### src/rtl/pc_gen.sv
// ----------------------------------------------------------------------------
// pc_gen -- fetch-stage program-counter generator.
//
// Holds the fetch PC and selects the next one from, highest priority first:
// reset vector, trap vector, EX-stage redirect, stall hold, BTB prediction,
// sequential PC+4. Trap and redirect targets are word-aligned on load.
//
// Optional feature macro: PC_BTB_EN
//   defined   -> direct-mapped branch-target buffer (BTB_DEPTH entries) looked
//                up combinationally on pc_if and written on the clock edge
//                (read-before-write on an index collision).
//   undefined -> no BTB storage; pred_taken_if = 0,
//                pred_target_if = pc_plus_four_if, btb_update_* ignored.
//
// Parameters:
//   XLEN          PC width (>= 8)
//   RESET_VECTOR  PC loaded on reset (bits [1:0] zero)
//   BTB_DEPTH     BTB entries (power of two, >= 2)
//
// Ports:
//   clk, rst                   clock, synchronous active-high reset
//   stall_if                   hold the current PC
//   redirect_ex/redirect_pc_ex EX-stage correction and its target
//   trap_en/trap_pc            trap entry and its vector
//   btb_update_*               resolved-branch write into the BTB
//   pc_if, pc_plus_four_if     current fetch PC and PC+4 (wraps)
//   pred_taken_if              BTB predicts taken for pc_if
//   pred_target_if             predicted next PC
//   fetch_valid_if             pc_if is a valid fetch address
// ----------------------------------------------------------------------------
module pc_gen #(
   parameter int unsigned     XLEN         = 32,
   parameter logic [XLEN-1:0] RESET_VECTOR = '0,
   parameter int unsigned     BTB_DEPTH    = 8
) (
   input  logic            clk,
   input  logic            rst,
   input  logic            stall_if,
   input  logic            redirect_ex,
   input  logic [XLEN-1:0] redirect_pc_ex,
   input  logic            trap_en,
   input  logic [XLEN-1:0] trap_pc,
   input  logic            btb_update_en,
   input  logic [XLEN-1:0] btb_update_pc,
   input  logic [XLEN-1:0] btb_update_target,
   input  logic            btb_update_taken,
   output logic [XLEN-1:0] pc_if,
   output logic [XLEN-1:0] pc_plus_four_if,
   output logic            pred_taken_if,
   output logic [XLEN-1:0] pred_target_if,
   output logic            fetch_valid_if
);

   localparam int unsigned IDX  = $clog2(BTB_DEPTH);
   localparam int unsigned TAGW = XLEN - IDX - 2;

   logic [XLEN-1:0] pc_q, pc_d;
   logic            fetch_valid_q;
   logic [XLEN-1:0] pc_plus_four;
   logic            pred_taken;
   logic [XLEN-1:0] pred_target;

   assign pc_plus_four = pc_q + XLEN'(4);

`ifdef PC_BTB_EN
   // ---------------------------------------------------------------------
   // Branch-target buffer
   // ---------------------------------------------------------------------
   logic [BTB_DEPTH-1:0] btb_valid_q;
   logic [TAGW-1:0]      btb_tag_q    [BTB_DEPTH];
   logic [XLEN-3:0]      btb_target_q [BTB_DEPTH];
   logic [BTB_DEPTH-1:0] btb_taken_q;

   logic [IDX-1:0]  rd_idx, wr_idx;
   logic [TAGW-1:0] rd_tag, wr_tag;
   logic            btb_hit;

   assign rd_idx = pc_q[IDX+1:2];
   assign rd_tag = pc_q[XLEN-1:IDX+2];
   assign wr_idx = btb_update_pc[IDX+1:2];
   assign wr_tag = btb_update_pc[XLEN-1:IDX+2];

   // Lookup reads the registered array, so a same-cycle write to the same
   // index is seen only from the next cycle.
   assign btb_hit     = btb_valid_q[rd_idx] && (btb_tag_q[rd_idx] == rd_tag);
   assign pred_taken  = btb_hit && btb_taken_q[rd_idx];
   assign pred_target = pred_taken ? {btb_target_q[rd_idx], 2'b00} : pc_plus_four;

   // Only valid bits are reset; tag/target/taken are qualified by valid.
   always_ff @(posedge clk) begin
      if (rst) begin
         btb_valid_q <= '0;
      end else if (btb_update_en) begin
         btb_valid_q[wr_idx]  <= 1'b1;
         btb_tag_q[wr_idx]    <= wr_tag;
         btb_target_q[wr_idx] <= btb_update_target[XLEN-1:2];
         btb_taken_q[wr_idx]  <= btb_update_taken;
      end
   end

   logic unused_lsbs;
   assign unused_lsbs = ^{btb_update_pc[1:0], btb_update_target[1:0],
                          trap_pc[1:0], redirect_pc_ex[1:0]};
`else
   assign pred_taken  = 1'b0;
   assign pred_target = pc_plus_four;

   logic unused_btb;
   assign unused_btb = ^{btb_update_en, btb_update_pc, btb_update_target,
                         btb_update_taken, trap_pc[1:0], redirect_pc_ex[1:0]};
`endif

   // ---------------------------------------------------------------------
   // Next-PC selection
   // ---------------------------------------------------------------------
   always_comb begin
      pc_d = pc_plus_four;
      if (rst) begin
         pc_d = RESET_VECTOR;
      end else if (trap_en) begin
         pc_d = {trap_pc[XLEN-1:2], 2'b00};
      end else if (redirect_ex) begin
         pc_d = {redirect_pc_ex[XLEN-1:2], 2'b00};
      end else if (stall_if) begin
         pc_d = pc_q;
      end else if (pred_taken) begin
         pc_d = pred_target;
      end
   end

   always_ff @(posedge clk) begin
      if (rst) begin
         pc_q          <= RESET_VECTOR;
         fetch_valid_q <= 1'b0;
      end else begin
         pc_q          <= pc_d;
         fetch_valid_q <= 1'b1;
      end
   end

   assign pc_if           = pc_q;
   assign pc_plus_four_if = pc_plus_four;
   assign pred_taken_if   = pred_taken;
   assign pred_target_if  = pred_target;
   assign fetch_valid_if  = fetch_valid_q;

endmodule

### config.mk
export PLATFORM = sky130hd
export DESIGN_NAME = pc_gen
export DESIGN_NICKNAME = d
export VERILOG_FILES = /design/src/rtl/pc_gen.sv
export SDC_FILE = /design/constraint.sdc
export NUM_CORES = 1
export LEC_CHECK = 0
export ABC_AREA = 1
export BUFFER_PORTS_ARGS = -buffer_cell sky130_fd_sc_hd__buf_2
export CAP_MARGIN = 5
export CORE_AREA = 2 2 90 92
export CTS_BUF_LIST = sky130_fd_sc_hd__clkbuf_2
export DETAILED_ROUTE_END_ITERATION = 8
export DIE_AREA = 0 0 92 94
export GPL_TIMING_DRIVEN = 0
export PLACE_DENSITY = 0.8
export SLEW_MARGIN = 10
export SYNTH_ARGS = -nofsm -noshare
export SYNTH_HDL_FRONTEND = slang
export SYNTH_SLANG_ARGS = --single-unit
### constraint.sdc
create_clock -name clk -period 2.2 [get_ports clk]
set_input_delay 0.44 -clock clk [delete_from_list [all_inputs] [get_ports clk]]
set_output_delay 0.44 -clock clk [all_outputs]
set_load 0.01 [all_outputs]
==> impl_metrics.py, run 1 <==
metrics = {
    "sta": {
        "layout_setup_ws_ns": -0.208,
        "slew_violations": 0,
        "max_slew_margin": 0.514,
        "post-route-period-util": 1.09,
        "finalHoldViolCount": 0,
        "max_freq_ghz": 0.415,
        "tightestPinTransition_ns": 0.729,
        "clock_skew_ns": 0.0113,
        "min_period_ns": 2.41,
        "setup_viol": 43,
        "rsz0062_at_grt": "yes",
    },
    "global_route": {
        "grt_pass1_wl_um": 18400,
        "grt_max_degree": 11,
        "grt_antenna_before_repair": 0,
        "grt_use_total": 0.271,
        "grt_overflow_total": 0,
        "grt_pass1_vias": 3714,
    },
    "floorplan": {
        "die_y_um": 94,
        "io_pins": 233,
        "die-area_sq_um": 8650,
        "core_sq_um": 7610,
        "die_x_um": 92,
        "start_util": 0.395,
        "fp-row-count": 32,
    },
    "yosys": {
        "ys_ff_latch": 31,
        "synth_edf_count": 0,
        "ys_seq_area_frac": 0.206,
        "synth_area_leaders": "nand2_1 21%, dfxtp_1 21%, nor2_1 11%",
        "async_reset_ff_frac": 0,
        "synthCells": 544,
        "yosysTopAreaCell": "nand2_1",
        "ys_types": 28,
        "synth_area_sq_um": 3010,
        "dominantRegCellSynth": "dfxtp_1",
        "avgSynthCellArea_sq_um": 5.53,
        "yosys_warnings": 0,
        "synth_top_area_frac": 0.208,
    },
    "setup_path": {
        "rr_worst_depth": 18,
        "crit_arrival_ns": 1.97,
        "setup.worst_path.class": "reg2out",
        "cpLargestDelayFamily": "simple AND/OR/NAND/NOR gates",
        "r2r_slack_ns": -0.06,
        "r2r-end": "pc_if[28]",
        "slowest_stage": "dfxtp_4",
        "worst-path-max-fanout": 5,
        "start_kind": "flip-flop",
        "worstPathRequired_ns": 1.76,
        "crit_chain": "buf_6 -> inv_6 -> nor2_4 -> nand2_4 -> buf_12 -> nor2_4 -> nand2_1 -> nand2_2 -> nand2_2 -> buf_4 -> buf_2",
        "cpPeakStageDelay_ns": 0.40,
        "reg2reg_from": "pc_if[2]",
        "end_kind": "output pin",
        "worst-path-buf-inv": 5,
    },
    "clock_tree": {
        "cts_buffers": 5,
        "root_buffer": "clkbuf_2",
        "htreeDepth": 2,
        "cts.path.max_buffers": 2,
        "cts.clk_slew.worst_paths_ns": 0.17,
        "cts_tree": "done",
        "clock_sinks": 31,
        "clk_latency_ns": 0.38,
    },
    "power_and_ir_drop": {
        "p_sw_frac": 0.397,
        "p_clk_frac": 0.156,
        "seqPwrFrac": 0.373,
        "p_leak_nw": 2.61,
        "p_sw_mw": 0.735,
        "intPower_mw": 1.12,
        "powerDensity_nw_per_um2": 367,
        "ir_worst_vdd_uv": 247,
        "combPwrFrac": 0.471,
    },
    "final_layout": {
        "nets": 893,
        "instances_no_fill": 858,
        "syn_to_final_growth_pct": 67.7,
        "antenna_cells": 0,
        "drive_gt1_frac": 0.488,
    },
    "worst_hold_path": {
        "holdPathStages": 2,
        "holdPathEnd": "pc_if[2]",
        "hold_start": "rst",
        "hp-class": "in2reg",
    },
    "detailed_routing": {
        "wirelength_um": 12900,
        "ant_nets": 0,
        "drc": 0,
        "initialDrtViolationCount": 218,
        "viasPerCell": 4.95,
        "vias": 4246,
        "drt_first_pass_iters": 5,
        "wl_per_cell_um": 15.0,
    },
    "place": {
        "dpl.cell_count": 806,
        "post-place-ws_ns": -0.0417,
        "gp_congestion": 0.944,
        "dp_hpwl_um": 8850,
        "port_buffers": 154,
    },
    "status": {
        "violations": "negative setup slack",
        "status": "complete, but fails checks",
    },
    "job": {
        "max-cap-violations": 0,
    },
}
-- repair_timing --
action,4_1_cts,5_1_grt
gates resized for setup,67,137
setup endpoints to repair,48,53
pin swaps,17,42
hold buffers,0,0
setup buffers,29,18
cloned,0,0
-- cells in the final DEF (no fill, tap or decap), drive strengths merged --
master | Yosys | routed
buf | 47 | 247
nand2 | 173 | 173
nor2 | 103 | 103
inv | 52 | 52
o21ai | 44 | 44
nand3 | 35 | 35
dfxtp | 31 | 31
a21oi | 24 | 24
clkbuf | 12 | 18
conb | 1 | 7
a31oi | 6 | 6
xor2 | 4 | 4
xnor2 | 3 | 3
and2 | 2 | 2
nand3b | 2 | 2
or2 | 1 | 1
nand4 | 1 | 1
a211oi | 1 | 1
a311o | 1 | 1
ha | 1 | 1
-- stage by stage --
stage          hold slack [ns]  area, sq um  utilization  total power, mW  setup TNS, ns
2_1_floorplan            0.509         3030            -             1.07              0
3_3_place_gp             0.527         3930        0.516             1.34        -0.0770
3_5_place_dp             0.544         3930        0.516             1.35        -0.0490
4_1_cts                  0.199         4390        0.577             1.71          -3.56
5_1_grt                  0.195         5040        0.663             1.95          -7.30
6_report                 0.203         5040        0.663             1.85          -3.57
-- how the worst max path moves through the flow --
stage / from / endpoint / slack, ns / cells past startpoint
after global placement: pc_if[2] / pred_target_if[24] / -0.05 / 10
final: pc_if[2] / pred_target_if[29] / -0.21 / 11
after global routing: pc_if[2] / pred_target_if[29] / -0.29 / 11
after detailed placement: pc_if[2] / pred_target_if[24] / -0.04 / 10
after floorplan: pc_if[2] / pred_target_if[10] / 0.28 / 6
after CTS: pc_if[3] / pred_target_if[28] / -0.18 / 10
-- power by group through the flow --
stage	combinational, mW	clock (mW)	sequential (mW)
floorplan	0.378	0	0.694
global placement	0.650	0	0.691
detailed placement	0.658	0	0.692
CTS	0.736	0.287	0.683
global route	0.941	0.315	0.696
finish	0.872	0.289	0.690
-- kinds of logic after synthesis --
kind of cell | share of synthesized area
other | 0.00125
AND/OR/NAND/NOR | 0.448
adder cells (fa/ha/maj) | 0.00416
flip-flops | 0.206
buffers and inverters | 0.189
XOR/XNOR | 0.0204
AO/OA/AOI/OAI | 0.132
-- state kept, by name, summed over array words and instances, names as in the netlist --
signal          flops
fetch_valid_if      1
pc_if              30
-- layer usage --
| metal | routed length, um | global-route usage |
|---|---|---|
| met1 | 5530 | 0.365 |
| met2 | 6040 | 0.439 |
| met3 | 1080 | 0.0449 |
| met4 | 238 | 0.0933 |
| met5 | 0 | 0 |
-- area by class of cell --
| cell class | count | area [sq um] |
|---|---|---|
| multi-input combinational | 408 | 2200 |
| tap | 102 | 128 |
| sequential | 31 | 707 |
| inverter | 52 | 200 |
| clock buffer | 6 | 30.0 |
| timing repair buffer | 200 | 1370 |
| buffer | 59 | 402 |
| fill | 672 | 2570 |
-- synthesized netlist by cell type (4+ instances only) --
cell type and count:
a21oi_1 24, a31oi_1 6, buf_2 8, buf_4 37, clkbuf_1 11, dfxtp_1 31
inv_1 52, nand2_1 167, nand2_2 4, nand3_1 35, nor2_1 91, nor2_2 4
nor2_4 8, o21ai_0 40, o21ai_1 4, xor2_1 4
Power figures use the tool's default switching activity.
==> run 2: changes to the inputs <==
Clock period 2.2 ns to 2.5 ns, I/O delays scaled along.
==> run 2 against run 1 <==
Against the previous run: the run now ends clean; combinational power is 29% lower; clock skew is 0.0028 ns higher; register-to-register slack better by 0.22 ns; routed wire length is 9.8% lower; global-route usage is 0.92 points lower; critical path depth stayed put; hold slack better by 0.068 ns; clock power is 13% lower.
==> impl_metrics.py, run 2 (synthesis results as in run 1) <==
metrics = {
    "status": {
        "status": "finished, final reports clean",
    },
    "worst_hold_path": {
        "hp-class": "in2reg",
        "hold_start": "rst",
        "holdPathStages": 2,
        "holdPathEnd": "pc_if[2]",
    },
    "detailed_routing": {
        "vias": 4031,
        "viasPerCell": 4.86,
        "ant_nets": 0,
        "wl_per_cell_um": 14.0,
        "initialDrtViolationCount": 202,
        "drc": 0,
        "drt_first_pass_iters": 5,
        "wirelength_um": 11600,
    },
    "floorplan": {
        "io_pins": 233,
        "fp-row-count": 32,
        "start_util": 0.395,
        "die-area_sq_um": 8650,
        "die_y_um": 94,
        "core_sq_um": 7610,
        "die_x_um": 92,
    },
    "clock_tree": {
        "clock_sinks": 31,
        "cts.path.max_buffers": 2,
        "clk_latency_ns": 0.38,
        "cts_tree": "done",
        "cts_hold_buf": 0,
        "htreeDepth": 2,
        "root_buffer": "clkbuf_2",
        "cts.clk_slew.worst_paths_ns": 0.16,
        "cts_buffers": 5,
    },
    "setup_path": {
        "worst-path-max-fanout": 5,
        "start_kind": "flip-flop",
        "crit_chain": "ha_4 -> nand2_4 -> nor2_4 -> nand2_4 -> buf_4 -> nor2_4 -> nand2_1 -> nand2_1 -> nand2_1 -> buf_4 -> buf_2",
        "setup.worst_path.class": "reg2out",
        "end_kind": "output pin",
        "rr_worst_depth": 19,
        "crit_arrival_ns": 1.93,
        "cpPeakStageDelay_ns": 0.40,
        "r2r_slack_ns": 0.16,
        "slowest_stage": "dfxtp_2",
        "reg2reg_from": "pc_if[2]",
        "worstPathRequired_ns": 2.00,
        "critPathMostFrequentCell": "nand2_1",
        "crit_start": "pc_if[3]",
        "r2r-end": "pc_if[28]",
    },
    "sta": {
        "min_period_ns": 2.43,
        "slew_violations": 0,
        "post-route-period-util": 0.974,
        "tightestPinTransition_ns": 0.670,
        "rsz0062_at_grt": "yes",
        "setup_viol": 0,
        "max_freq_ghz": 0.411,
        "max_slew_margin": 0.553,
        "clock_skew_ns": 0.0141,
        "finalHoldViolCount": 0,
    },
    "place": {
        "port_buffers": 154,
        "gp_congestion": 0.944,
        "dp_hpwl_um": 8850,
        "place_area_sq_um": 3930,
    },
    "final_layout": {
        "nets": 865,
        "largest_reg_flops": 30,
        "fillers": 784,
        "antenna_cells": 0,
        "drive_gt1_frac": 0.393,
        "syn_to_final_growth_pct": 40.6,
        "layout_commonest_cell": "buf_2",
        "most-common-layout-cells": "162 x buf_2, 160 x nand2_1, 83 x nor2_1, 54 x buf_4, 51 x inv_1",
        "final_util": 0.556,
        "final_area_sq_um": 4230,
    },
    "power_and_ir_drop": {
        "ir_worst_vdd_uv": 208,
        "p_leak_nw": 2.31,
        "powerDensity_nw_per_um2": 350,
    },
    "global_route": {
        "grt_pass1_wl_um": 17800,
        "grt_max_degree": 11,
        "grt_overflow_total": 0,
        "grt_pass1_vias": 3558,
        "grt_antenna_before_repair": 0,
        "grt_use_total": 0.262,
    },
    "job": {
        "max-cap-violations": 0,
    },
}
## run 2: cell count changes in the layout (fill, tap and decap cells not counted), moves of 5 or more
cell	change
buf_6	-55
nor2_4	-8
dfxtp_4	-14
nand3_1	+8
nor2_1	+5
nand2_4	-6
nand2_1	+33
nand3_2	-8
buf_2	+25
nand2_2	-27
dfxtp_2	+12
## run 2: area by class of cell
| cell class | count | area (sq um) | share of cell area |
|---|---|---|---|
| well taps | 102 | 128 | 0.0302 |
| flip-flops and latches | 31 | 669 | 0.158 |
| multi-input cells | 408 | 1920 | 0.454 |
| inverters | 52 | 199 | 0.0471 |
| repair buffers | 172 | 910 | 0.215 |
| clock buffers | 6 | 30.0 | 0.00710 |
| plain buffers | 59 | 372 | 0.0879 |
## run 2: critical path, delay by kind of cell (launching register included)
family | cells | cell delay (ns)
adders and majority gates | 1 | 0.16
buffers and inverters | 3 | 0.40
DFF | 1 | 0.40
and+or+nand+nor | 7 | 0.61
## run 2: how the worst max path moves through the flow
stage                         endpoint  slack, ns  cells past startpoint
floorplan           pred_target_if[10]       0.52                      6
global placement    pred_target_if[24]       0.19                     10
detailed placement  pred_target_if[24]       0.20                     10
CTS                 pred_target_if[27]       0.01                      9
global route        pred_target_if[25]      -0.05                     10
finish              pred_target_if[26]       0.07                     11
## run 2: stage by stage
| stage | hold slack [ns] | TNS [ns] | std cells | power, mW | worst slack, ns |
|---|---|---|---|---|---|
| final | 0.271 | 0 | 830 | 1.48 | 0.0656 |
| after global routing | 0.258 | -0.213 | 830 | 1.57 | -0.0500 |
| after global placement | 0.527 | 0 | 806 | 1.18 | 0.190 |
| after floorplan | 0.521 | 0 | 550 | 0.943 | 0.519 |
| after detailed placement | 0.544 | 0 | 806 | 1.19 | 0.198 |
| after CTS | 0.259 | 0 | 826 | 1.46 | 0.0126 |
## run 2: what timing repair did
action | CTS | global route
cloned | 0 | 0
setup endpoints to repair | 25 | 23
setup buffers | 14 | 5
pin swaps | 3 | 14
resized for setup | 15 | 43
## run 2: per-layer routing
layer,part of all wire,wire (um),vias to the layer above,global-route usage
li1,-,-,2023,-
met1,0.45,5220,1788,0.360
met2,0.45,5180,198,0.415
met3,0.086,995,22,0.0490
met4,0.019,217,0,0.0808
met5,0,0,-,0
## run 2: power breakdown
part	switching [mW]	internal (mW)
logic	0.338	0.284
registers	0.0665	0.540
clock network	0.188	0.0632
==> run 3: changes to the inputs <==
Settings changed: CORE_AREA 2 2 90 92 to default, CORE_MARGIN from default to 3, CORE_UTILIZATION from default to 40, DIE_AREA 0 0 92 94 to default, PLACE_DENSITY 0.8 to 0.81.
==> run 3 against run 2 <==
Against the previous run: combinational power decreased by 1%; global-route usage is essentially flat; clock-buffer cell count is 1 lower; critical path type unchanged; largest cell class unchanged.
==> impl_metrics.py, run 3 (synthesis results as in run 1) <==
metrics = {
    "status": {
        "status": "finished, final reports clean",
    },
    "place": {
        "port_buffers": 154,
        "dpl.cell_count": 800,
        "gp_congestion": 0.988,
        "dp_hpwl_um": 9060,
        "place_area_sq_um": 3920,
    },
    "global_route": {
        "grt_pass1_vias": 3597,
        "grt_overflow_total": 0,
        "grt_antenna_before_repair": 0,
        "grt_pass1_wl_um": 18000,
        "grt_max_degree": 12,
        "grt_use_total": 0.262,
    },
    "detailed_routing": {
        "drt_first_pass_iters": 5,
        "drc": 0,
        "wl_per_cell_um": 14.3,
        "ant_nets": 0,
        "vias": 4059,
        "initialDrtViolationCount": 227,
        "viasPerCell": 4.94,
        "wirelength_um": 11800,
    },
    "final_layout": {
        "drive_gt1_frac": 0.401,
        "syn_to_final_growth_pct": 41.4,
        "largest_reg_flops": 30,
        "instances_no_fill": 821,
        "fillers": 746,
        "nets": 860,
        "antenna_cells": 0,
        "most-common-layout-cells": "161 x buf_2, 153 x nand2_1, 81 x nor2_1, 51 x inv_1, 48 x buf_4",
        "layout_commonest_cell": "buf_2",
        "final_area_sq_um": 4250,
    },
    "clock_tree": {
        "cts_tree": "done",
        "cts_buffers": 5,
        "clock_sinks": 31,
        "cts_hold_buf": 0,
        "cts.clk_slew.worst_paths_ns": 0.22,
        "cts.path.max_buffers": 2,
        "clk_latency_ns": 0.41,
        "htreeDepth": 2,
        "root_buffer": "clkbuf_2",
    },
    "setup_path": {
        "r2r-end": "pc_if[27]",
        "reg2reg_from": "pc_if[3]",
        "r2r_slack_ns": 0.88,
        "start_kind": "flip-flop",
        "crit_arrival_ns": 1.98,
        "end_kind": "output pin",
        "rr_worst_depth": 11,
        "worstPathRequired_ns": 2.00,
        "worst-path-max-fanout": 4,
        "setup.worst_path.class": "reg2out",
    },
    "floorplan": {
        "die_x_um": 92.7,
        "start_util": 0.426,
        "die-area_sq_um": 8590,
        "core_sq_um": 7060,
        "io_pins": 233,
        "die_y_um": 92.7,
        "fp-row-count": 30,
    },
    "sta": {
        "post-route-period-util": 0.990,
        "max_slew_margin": 0.564,
        "rsz0062_at_grt": "yes",
        "max_freq_ghz": 0.404,
        "slew_violations": 0,
        "min_period_ns": 2.48,
        "tightestPinTransition_ns": 0.654,
        "setup_viol": 0,
        "clock_skew_ns": 0.0251,
        "finalHoldViolCount": 0,
    },
    "worst_hold_path": {
        "holdPathStages": 2,
        "hp-class": "in2reg",
        "hold_start": "rst",
        "holdPathEnd": "pc_if[2]",
    },
    "power_and_ir_drop": {
        "total_power_mw": 1.51,
        "p_leak_nw": 2.28,
        "powerDensity_nw_per_um2": 356,
        "ir_worst_vdd_uv": 176,
    },
    "job": {
        "max-cap-violations": 0,
    },
}
==> run 3: cell types whose count changed in the layout (fill, tap and decap cells not counted), sizes merged <==
cell      before  now
clkinv         0    1
clkinvlp       1    2
buf          219  214
clkbuf        18   17
inv           51   52
==> run 3: final cells by class <==
cell class / instances / area (sq um) / share of cell area
clock inverters: 3 / 20.0 / 0.00471
plain buffers: 59 / 372 / 0.0874
multi-input cells: 408 / 1950 / 0.459
flip-flops and latches: 31 / 686 / 0.161
repair buffers: 167 / 882 / 0.208
clock buffers: 5 / 25.0 / 0.00589
inverters: 52 / 195 / 0.0459
well taps: 96 / 120 / 0.0283
==> run 3: worst max-delay path by stage <==
stage / start / to / cells past startpoint
2_1_floorplan: pc_if[2] / pred_target_if[10] / 6
3_3_place_gp: pc_if[2] / pred_target_if[24] / 10
3_5_place_dp: pc_if[2] / pred_target_if[24] / 10
4_1_cts: pc_if[3] / pred_target_if[29] / 10
5_1_grt: pc_if[3] / pred_target_if[12] / 10
6_report: pc_if[3] / pred_target_if[12] / 10
==> run 3: worst max-delay path: stages, from the launching register on <==
cell and delay (ns):
dfxtp_4 0.42, ha_4 0.14, nand2_2 0.06, nor2_4 0.17
buf_4 0.15, buf_6 0.12, nand3b_1 0.09, nand2_1 0.11
nand2_2 0.07, buf_4 0.12, buf_2 0.13
==> run 3: metrics by stage <==
step	util	TNS, ns	setup WS (ns)	hold slack (ns)
after floorplan	-	0	0.519	0.521
after global placement	0.555	0	0.254	0.523
after detailed placement	0.555	0	0.226	0.528
after CTS	0.575	0	0.00389	0.205
after global routing	0.602	-0.861	-0.0972	0.194
final	0.602	0	0.0243	0.224
==> run 3: layer usage <==
layer,track usage,vias to the layer above,share of wire
met1,0.357,1791,0.43
met3,0.0317,21,0.092
li1,-,2015,-
met2,0.437,232,0.46
met5,0,-,0
met4,0.0684,0,0.019
==> run 3: repair_timing <==
action / 4_1_cts / 5_1_grt
gates resized for setup: 20 / 57
endpoints found under the setup margin: 30 / 36
pin swaps: 7 / 15
gates cloned: 0 / 0
setup buffers: 7 / 7
==> run 3: power by group <==
group | leakage (nW) | switching, mW | total (mW) | internal, mW
Clock | 0.0250 | 0.225 | 0.292 | 0.0662
Combinational | 1.99 | 0.336 | 0.615 | 0.280
Sequential | 0.269 | 0.0687 | 0.606 | 0.538
Total | 2.28 | 0.630 | 1.51 | 0.883
